$ cat src/rtl/serial_word_shifter.sv
// Parallel-to-serial word shifter: WIDTH-bit words on a valid/ready handshake, one bit per clk on x.
// Optional even-parity trailer bit when SERIAL_WORD_SHIFTER_PARITY_EN is defined.
module serial_word_shifter #(
   parameter int WIDTH     = 8,
   parameter bit MSB_FIRST = 1'b1
) (
   input  logic             clk,
   input  logic             rst,
   input  logic [WIDTH-1:0] din,
   input  logic             din_valid,
   output logic             din_ready,
   output logic             x,
   output logic             x_valid,
   output logic             busy,
   output logic             word_done
);

`ifdef SERIAL_WORD_SHIFTER_PARITY_EN
   localparam int FRAME_LEN = WIDTH + 1;
`else
   localparam int FRAME_LEN = WIDTH;
`endif
   localparam int CNT_W = $clog2(FRAME_LEN);

   typedef enum logic {IDLE, SHIFT} state_t;

   state_t             state_q, state_d;
   logic [WIDTH-1:0]   shreg_q, shreg_d;
   logic [CNT_W-1:0]   cnt_q, cnt_d;
   logic               x_q, x_d;
   logic               x_valid_q, x_valid_d;
   logic               busy_q, busy_d;
   logic               word_done_q, word_done_d;
`ifdef SERIAL_WORD_SHIFTER_PARITY_EN
   logic               parity_q, parity_d;
`endif
   logic               last_bit;
   logic               load;

   always_comb begin
      // NOTE: every _d gets a default first so no path leaves it unassigned (no latches).
      state_d     = state_q;
      shreg_d     = shreg_q;
      cnt_d       = cnt_q;
      x_d         = x_q;
      x_valid_d   = x_valid_q;
      busy_d      = busy_q;
      word_done_d = word_done_q;
`ifdef SERIAL_WORD_SHIFTER_PARITY_EN
      parity_d    = parity_q;
`endif

      last_bit  = (state_q == SHIFT) && (cnt_q == '0);
      din_ready = (state_q == IDLE) || last_bit;
      load      = din_valid && din_ready;

      if (load) begin
         // The first bit goes straight to x; the register keeps the remaining bits.
         state_d     = SHIFT;
         cnt_d       = CNT_W'(FRAME_LEN - 1);
         x_valid_d   = 1'b1;
         busy_d      = 1'b1;
         word_done_d = 1'b0;
         if (MSB_FIRST) begin
            x_d     = din[WIDTH-1];
            shreg_d = din << 1;
         end else begin
            x_d     = din[0];
            shreg_d = din >> 1;
         end
`ifdef SERIAL_WORD_SHIFTER_PARITY_EN
         parity_d = ^din;
`endif
      end else if ((state_q == SHIFT) && !last_bit) begin
         cnt_d       = cnt_q - CNT_W'(1);
         word_done_d = (cnt_q == CNT_W'(1));
         if (MSB_FIRST) begin
            x_d     = shreg_q[WIDTH-1];
            shreg_d = shreg_q << 1;
         end else begin
            x_d     = shreg_q[0];
            shreg_d = shreg_q >> 1;
         end
`ifdef SERIAL_WORD_SHIFTER_PARITY_EN
         if (cnt_q == CNT_W'(1)) begin
            x_d = parity_q;
         end
`endif
      end else begin
         // Idle, or the last bit just left without a follow-on word: x reads as 0.
         state_d     = IDLE;
         cnt_d       = '0;
         x_d         = 1'b0;
         x_valid_d   = 1'b0;
         busy_d      = 1'b0;
         word_done_d = 1'b0;
      end
   end

   // NOTE: sequential state uses non-blocking assignments only.
   always_ff @(posedge clk or negedge rst) begin
      if (!rst) begin
         state_q     <= IDLE;
         shreg_q     <= '0;
         cnt_q       <= '0;
         x_q         <= 1'b0;
         x_valid_q   <= 1'b0;
         busy_q      <= 1'b0;
         word_done_q <= 1'b0;
`ifdef SERIAL_WORD_SHIFTER_PARITY_EN
         parity_q    <= 1'b0;
`endif
      end else begin
         state_q     <= state_d;
         shreg_q     <= shreg_d;
         cnt_q       <= cnt_d;
         x_q         <= x_d;
         x_valid_q   <= x_valid_d;
         busy_q      <= busy_d;
         word_done_q <= word_done_d;
`ifdef SERIAL_WORD_SHIFTER_PARITY_EN
         parity_q    <= parity_d;
`endif
      end
   end

   assign x         = x_q;
   assign x_valid   = x_valid_q;
   assign busy      = busy_q;
   assign word_done = word_done_q;

endmodule

$ cat config.mk
export PLATFORM = sky130hd
export DESIGN_NAME = serial_word_shifter
export DESIGN_NICKNAME = d
export VERILOG_FILES = /design/src/rtl/serial_word_shifter.sv
export SDC_FILE = /design/constraint.sdc
export NUM_CORES = 1
export LEC_CHECK = 0
export BUFFER_PORTS_ARGS = -buffer_cell sky130_fd_sc_hd__buf_4
export CAP_MARGIN = 15
export CORE_ASPECT_RATIO = 0.9
export CORE_MARGIN = 2
export CORE_UTILIZATION = 30
export DETAILED_ROUTE_END_ITERATION = 10
export SLEW_MARGIN = 20
export SYNTH_ARGS = -nofsm -noshare
export SYNTH_HDL_FRONTEND = slang
export SYNTH_SLANG_ARGS = --single-unit
$ cat constraint.sdc
create_clock -name clk -period 1.7 [get_ports clk]
set_input_delay 0.17 -clock clk [delete_from_list [all_inputs] [get_ports clk]]
set_output_delay 0.17 -clock clk [all_outputs]
set_load 0.02 [all_outputs]
==> results of run 1 <==
## synth_stat cells
cell type	n	area, sq um
nor3b_1	1	7.51
ha_1	3	37.5
mux2_1	2	22.5
and2_1	1	6.26
xnor2_1	1	8.76
mux2_4	6	90.1
dfrtp_1	13	325
nor2_1	1	3.75
nand2_1	2	7.51
o21ai_0	1	5.00
inv_1	4	15.0
mux2i_1	2	20.0
mux2_2	3	33.8
nand2b_1	1	6.26
clkbuf_1	1	3.75
a21oi_1	4	20.0
buf_4	2	15.0
inv_6	1	8.76
## power groups by stage
stage	combinational (W)	sequential (W)	clock, W
4_1_cts	0.000602	0.000502	0.000195
2_1_floorplan	0.000442	0.000521	0
5_1_grt	0.000679	0.000514	0.000206
6_report	0.000631	0.000501	0.000185
3_3_place_gp	0.000587	0.000507	0
3_5_place_dp	0.000595	0.000508	0
## per-stage QoR
step / hold slack [ns] / setup TNS [ns] / cell area, sq um
floorplan: -0.126 / 0 / 637
global placement: 0.0226 / 0 / 762
detailed placement: 0.0231 / 0 / 762
CTS: 0.145 / 0 / 800
global route: 0.158 / -0.0146 / 816
finish: 0.155 / 0 / 816
## final timing paths
path,to,cells after the start
worst max-delay path,din_ready,6
worst min-delay path,x$_DFF_PN0_,3
min in group asynchronous,busy$_DFFE_PN0P_,2
max in group asynchronous,shreg_q[7]$_DFFE_PN0P_,2
worst min register to register,word_done$_DFF_PN0_,1
worst max register to register,shreg_q[7]$_DFFE_PN0P_,6
## registers in the layout, indices dropped and copies added, names as in the netlist
name / cells
word_done: 1
cnt_q: 3
x: 1
busy: 1
shreg_q: 7
## worst max-delay path: stages (launching register included)
cell      delay (ns)
dfrtp_1         0.37
inv_1           0.07
ha_1            0.19
nand2b_1        0.09
and2_4          0.19
clkinv_4        0.11
buf_4           0.18
## timing repair
| action | CTS | global route |
|---|---|---|
| hold buffers | 1 | 0 |
| buffers inserted | 0 | 2 |
| endpoints found under the setup margin | 1 | 1 |
| gates resized for setup | 1 | 2 |
| hold endpoints to repair | 13 | 0 |
## logic make-up (layout without fill, tap and decap cells)
logic type / after synthesis / after routing / share of synthesized area
buffers and inverters: 8 / 27 / 0.0668
and+or+nand+nor: 6 / 6 / 0.0491
DFF: 13 / 13 / 0.511
AOI/OAI and AO/OA: 5 / 5 / 0.0393
xor gates and xnor gates: 1 / 1 / 0.0138
muxes: 13 / 13 / 0.261
adders and majority gates: 3 / 3 / 0.0589
## cell type report
class,count,area share
sequential,13,0.399
multi-input combinational,28,0.333
timing repair buffer,18,0.169
tap,25,0.0383
clock buffer,4,0.0322
inverter,5,0.0291
## metal layers
| layer | global-route usage | wire [um] | vias to the layer above |
|---|---|---|---|
| met5 | 0 | 0 | - |
| met4 | 0.0308 | 0 | 0 |
| met3 | 0.0594 | 65 | 0 |
| met2 | 0.138 | 491 | 11 |
| met1 | 0.109 | 482 | 185 |
| li1 | - | - | 198 |
==> results.txt, run 1 <==
status - complete, no violations
Wirelength per Cell - 11.2 um
syn_area_per_cell - 13.0 sq um
CTS tree - built
Power Dens Cells - 1610 mW/mm^2
routed wire length - 1040 um
worst skew pair latency - 0.27 ns
reg2reg setup slack - 0.25 ns
CTS Root Cell - clkbuf_4
post-synthesis sequential area ratio - 0.511
sequential power share - 0.380
commonest non-fill, non-tap cell in the layout - buf_4
gpl congestion - 0.790
Die Area - 0.00251 sq mm
number of port buffers - 15
Final nets - 83
Max H-tree Level - 1
Sw Pwr - 0.000437 W
worst setup path category - flop to primary output
Final Hold Viols - 0
Antenna Violating Nets Remaining - 0
post-DR vias/cell - 4.24
number of library cell types mapped by synthesis - 18
vias in the first global route - 370
internal power - 0.000880 W
mapped cell area - 637 sq um
worst flop-to-flop path startpoint - cnt_q[0]$_DFF_PN0_
Cells after Synth - 49
core area - 0.00195 sq mm
Fmax achieved - 0.610 GHz
Hold Crit Start - din[7]
Max-Cap Viols - 0
first-pass GRT wire length - 1580 um
Synth Warn # - 0
final worst path period share - 0.965
synthesis-stage register bit count - 13
CP startpoint - cnt_q[0]$_DFF_PN0_
pre-CTS setup slack - 0.175 ns
share of layout cells above drive strength 1 - 0.456
# rows - 15
GRT overflow - 0
drt drc - 0
Crit Path Max Fanout - 9
min Tclk post-route - 1.64 ns
CTS Buf Count - 3
Sw Share - 0.332
via count - 394
first-pass iteration count of the detailed router - 1
share of total power in combinational logic - 0.479
CP startpoint kind - flop
post-route insts no fill - 93
Critical Path Sink Type - primary output
ANT cells - 0
Die W - 52.6 um
Final setup viols - 0
Clock Path Buffers - 2
multi-input logic area - 272 sq um
Worst Skew - 0.000769 ns
Peak VDD IR - 0.000810 V
Slew Limit Fails - 0
worst path required time - 1.53 ns
GR Util All Layers - 0.0922
DR iter-0 viols - 0
largest net degree at the start of global routing - 14
Register Area - 325 sq um
# IOs - 16
clock power share - 0.140
worst setup margin - 0.0603 ns
slew margin rel. - 0.815
Leak - 0.406 nW
Initial Util - 0.326
# fillers - 204
synth-to-layout area growth - 28.1%
Worst-Margin Slew - 0.278 ns
antenna violations before repair - 0
die height - 47.7 um
most frequent cells in the layout - 17 x buf_4, 13 x dfrtp_1, 6 x mux2_4
fin util - 0.418
placed instance count - 86
Worst-path clk slew - 0.08 ns
CP arrival - 1.47 ns
dpl hpwl - 774 um
Sink Count - 13
total chip power - 0.00132 W
Hold WC Path Type - primary input to flop
Post-Synthesis Net Count - 63
No activity file was read; power rests on OpenSTA's default activity.
==> run 2: changes to the inputs <==
--- a/config.mk
+++ b/config.mk
@@ -11,6 +11,7 @@
 export CORE_MARGIN = 2
 export CORE_UTILIZATION = 30
 export DETAILED_ROUTE_END_ITERATION = 10
+export SETUP_SLACK_MARGIN = 0.15
 export SLEW_MARGIN = 20
 export SYNTH_ARGS = -nofsm -noshare
 export SYNTH_HDL_FRONTEND = slang
==> results.txt, run 2 (same netlist as run 1, synthesis figures left out) <==
worst path required time - 1.53 ns (about the same)
Initial Util - 0.326 (unchanged)
slowest stage delay, CP - 0.39 ns (+0.02 ns)
Critical path buffers and inverters - 3 (unchanged)
# rows - 15 (unchanged)
Critical Path Slowest Stage Cell - dfrtp_1
Worst Skew - 0.000693 ns (-0.0000758 ns)
Worst-path clk slew - 0.07 ns (about the same)
Antenna Violating Nets Remaining - 0 (unchanged)
Die Area - 0.00251 sq mm (unchanged)
routed wire length - 1060 um (+2.4%)
CTS Buf Count - 3 (unchanged)
Largest regs - shreg_q x7, cnt_q x3
unrepaired setup endpoints after global routing - no
Crit path max-delay family - flip-flops
die height - 47.7 um (unchanged)
synth-to-layout area growth - 32.2%
max reg flops - 7 (unchanged)
Fin Hold WS - 0.158 ns (+0.00283 ns)
dpl hpwl - 774 um (unchanged)
CTS tree - built
CTS Root Cell - clkbuf_4
Power Dens Cells - 1660 mW/mm^2 (+2.5%)
Final nets - 86 (+3.6%)
setup tns final - 0 ns (unchanged)
Die W - 52.6 um (unchanged)
Wirelength per Cell - 11.1 um (-0.79%)
worst skew pair latency - 0.27 ns (about the same)
Max H-tree Level - 1 (unchanged)
gpl congestion - 0.790 (unchanged)
CP startpoint kind - flop
min Tclk post-route - 1.47 ns (-0.170 ns)
Final setup viols - 0 (unchanged)
core area - 0.00195 sq mm (unchanged)
Fmax achieved - 0.681 GHz (+12%)
Max-Cap Viols - 0 (unchanged)
most frequent cells in the layout - 19 x buf_4, 13 x dfrtp_1, 6 x mux2_4
first-pass iteration count of the detailed router - 4 (+3)
Slew Limit Fails - 0 (unchanged)
worst setup margin - 0.231 ns (+0.170 ns)
Final Hold Viols - 0 (unchanged)
Sink Count - 13 (unchanged)
first-pass GRT wire length - 1640 um (+3.5%)
pre-CTS setup slack - 0.175 ns (unchanged)
DR iter-0 viols - 1 (+1)
CP arrival - 1.30 ns (-0.17 ns)
GRT overflow - 0 (unchanged)
slew margin rel. - 0.817 (+0.00221)
largest register by flop count - shreg_q
ANT cells - 0 (unchanged)
placed instance count - 86 (unchanged)
post-route insts no fill - 96 (+3.2%)
Clock Path Buffers - 2 (unchanged)
Peak VDD IR - 0.000866 V (+6.9%)
Worst-Margin Slew - 0.275 ns (-0.00332 ns)
share of layout cells above drive strength 1 - 0.493 (+0.0371)
number of port buffers - 15 (unchanged)
drt drc - 0 (unchanged)
via count - 412 (+4.6%)
Hold WC Path Type - primary input to flop
CP cell instances - inv_2 > ha_1 > nand2b_1 > and2_4 > inv_6 > buf_6
Crit Path Max Fanout - 5 (-4)
worst setup path category - flop to primary output
post-DR vias/cell - 4.29 (+1.3%)
final worst path period share - 0.864 (-0.100)
# IOs - 16 (unchanged)
commonest non-fill, non-tap cell in the layout - buf_4
antenna violations before repair - 0 (unchanged)
reg2reg setup slack - 0.24 ns (about the same)
GR Util All Layers - 0.0949 (+0.00271)
Leak - 0.421 nW (+3.7%)
largest net degree at the start of global routing - 14 (unchanged)
Critical Path Sink Type - primary output
fin util - 0.431 (+0.0135)
vias in the first global route - 389 (+5.1%)
status - complete, no violations
-- run 2: worst paths after layout --
kind / from / endpoint / depth (start not counted)
min reg2reg: cnt_q[2]$_DFF_PN0_ / word_done$_DFF_PN0_ / 1
min in group asynchronous: rst / busy$_DFFE_PN0P_ / 2
max: cnt_q[0]$_DFF_PN0_ / din_ready / 6
max reg2reg: cnt_q[0]$_DFF_PN0_ / shreg_q[7]$_DFFE_PN0P_ / 7
min: din[7] / x$_DFF_PN0_ / 3
max in group asynchronous: rst / shreg_q[7]$_DFFE_PN0P_ / 2
-- run 2: per-layer routing --
layer / up-vias / global-route usage / part of all wire
met1: 196 / 0.113 / 0.47
li1: 205 / - / -
met2: 11 / 0.143 / 0.47
met5: - / 0 / 0
met3: 0 / 0.0594 / 0.061
met4: 0 / 0.0308 / 0
-- run 2: worst register-to-register path, stage by stage, from the launching register on --
cell      delay (ns)
dfrtp_1         0.39
inv_2           0.07
ha_1            0.14
nand2b_1        0.07
and2_4          0.18
inv_6           0.07
buf_4           0.13
mux2_4          0.30
-- run 2: power by group --
part           internal (W)  switching [W]  leakage [nW]
Sequential         0.000438      0.0000632         0.163
Combinational      0.000409       0.000300         0.243
Clock             0.0000908      0.0000933        0.0150
-- run 2: repair_timing --
action / in CTS / in global routing
hold endpoints to repair: 13 / 0
resized for setup: 2 / 2
endpoints found under the setup margin: 1 / 1
hold buffers: 1 / 0
buffers inserted: 4 / 1
-- run 2: layout make-up --
| type | count | area (sq um) |
|---|---|---|
| clock buffers | 4 | 26.3 |
| fillers | 203 | 1110 |
| inverters | 5 | 23.8 |
| multi-input cells | 28 | 272 |
| flip-flops and latches | 13 | 325 |
| well taps | 25 | 31.3 |
| repair buffers | 21 | 164 |
-- run 2: metrics by stage --
step                total power [W]  cell area [sq um]
global route                0.00148                842
detailed placement          0.00110                762
global placement            0.00109                762
finish                      0.00139                842
floorplan                  0.000963                637
CTS                         0.00138                831
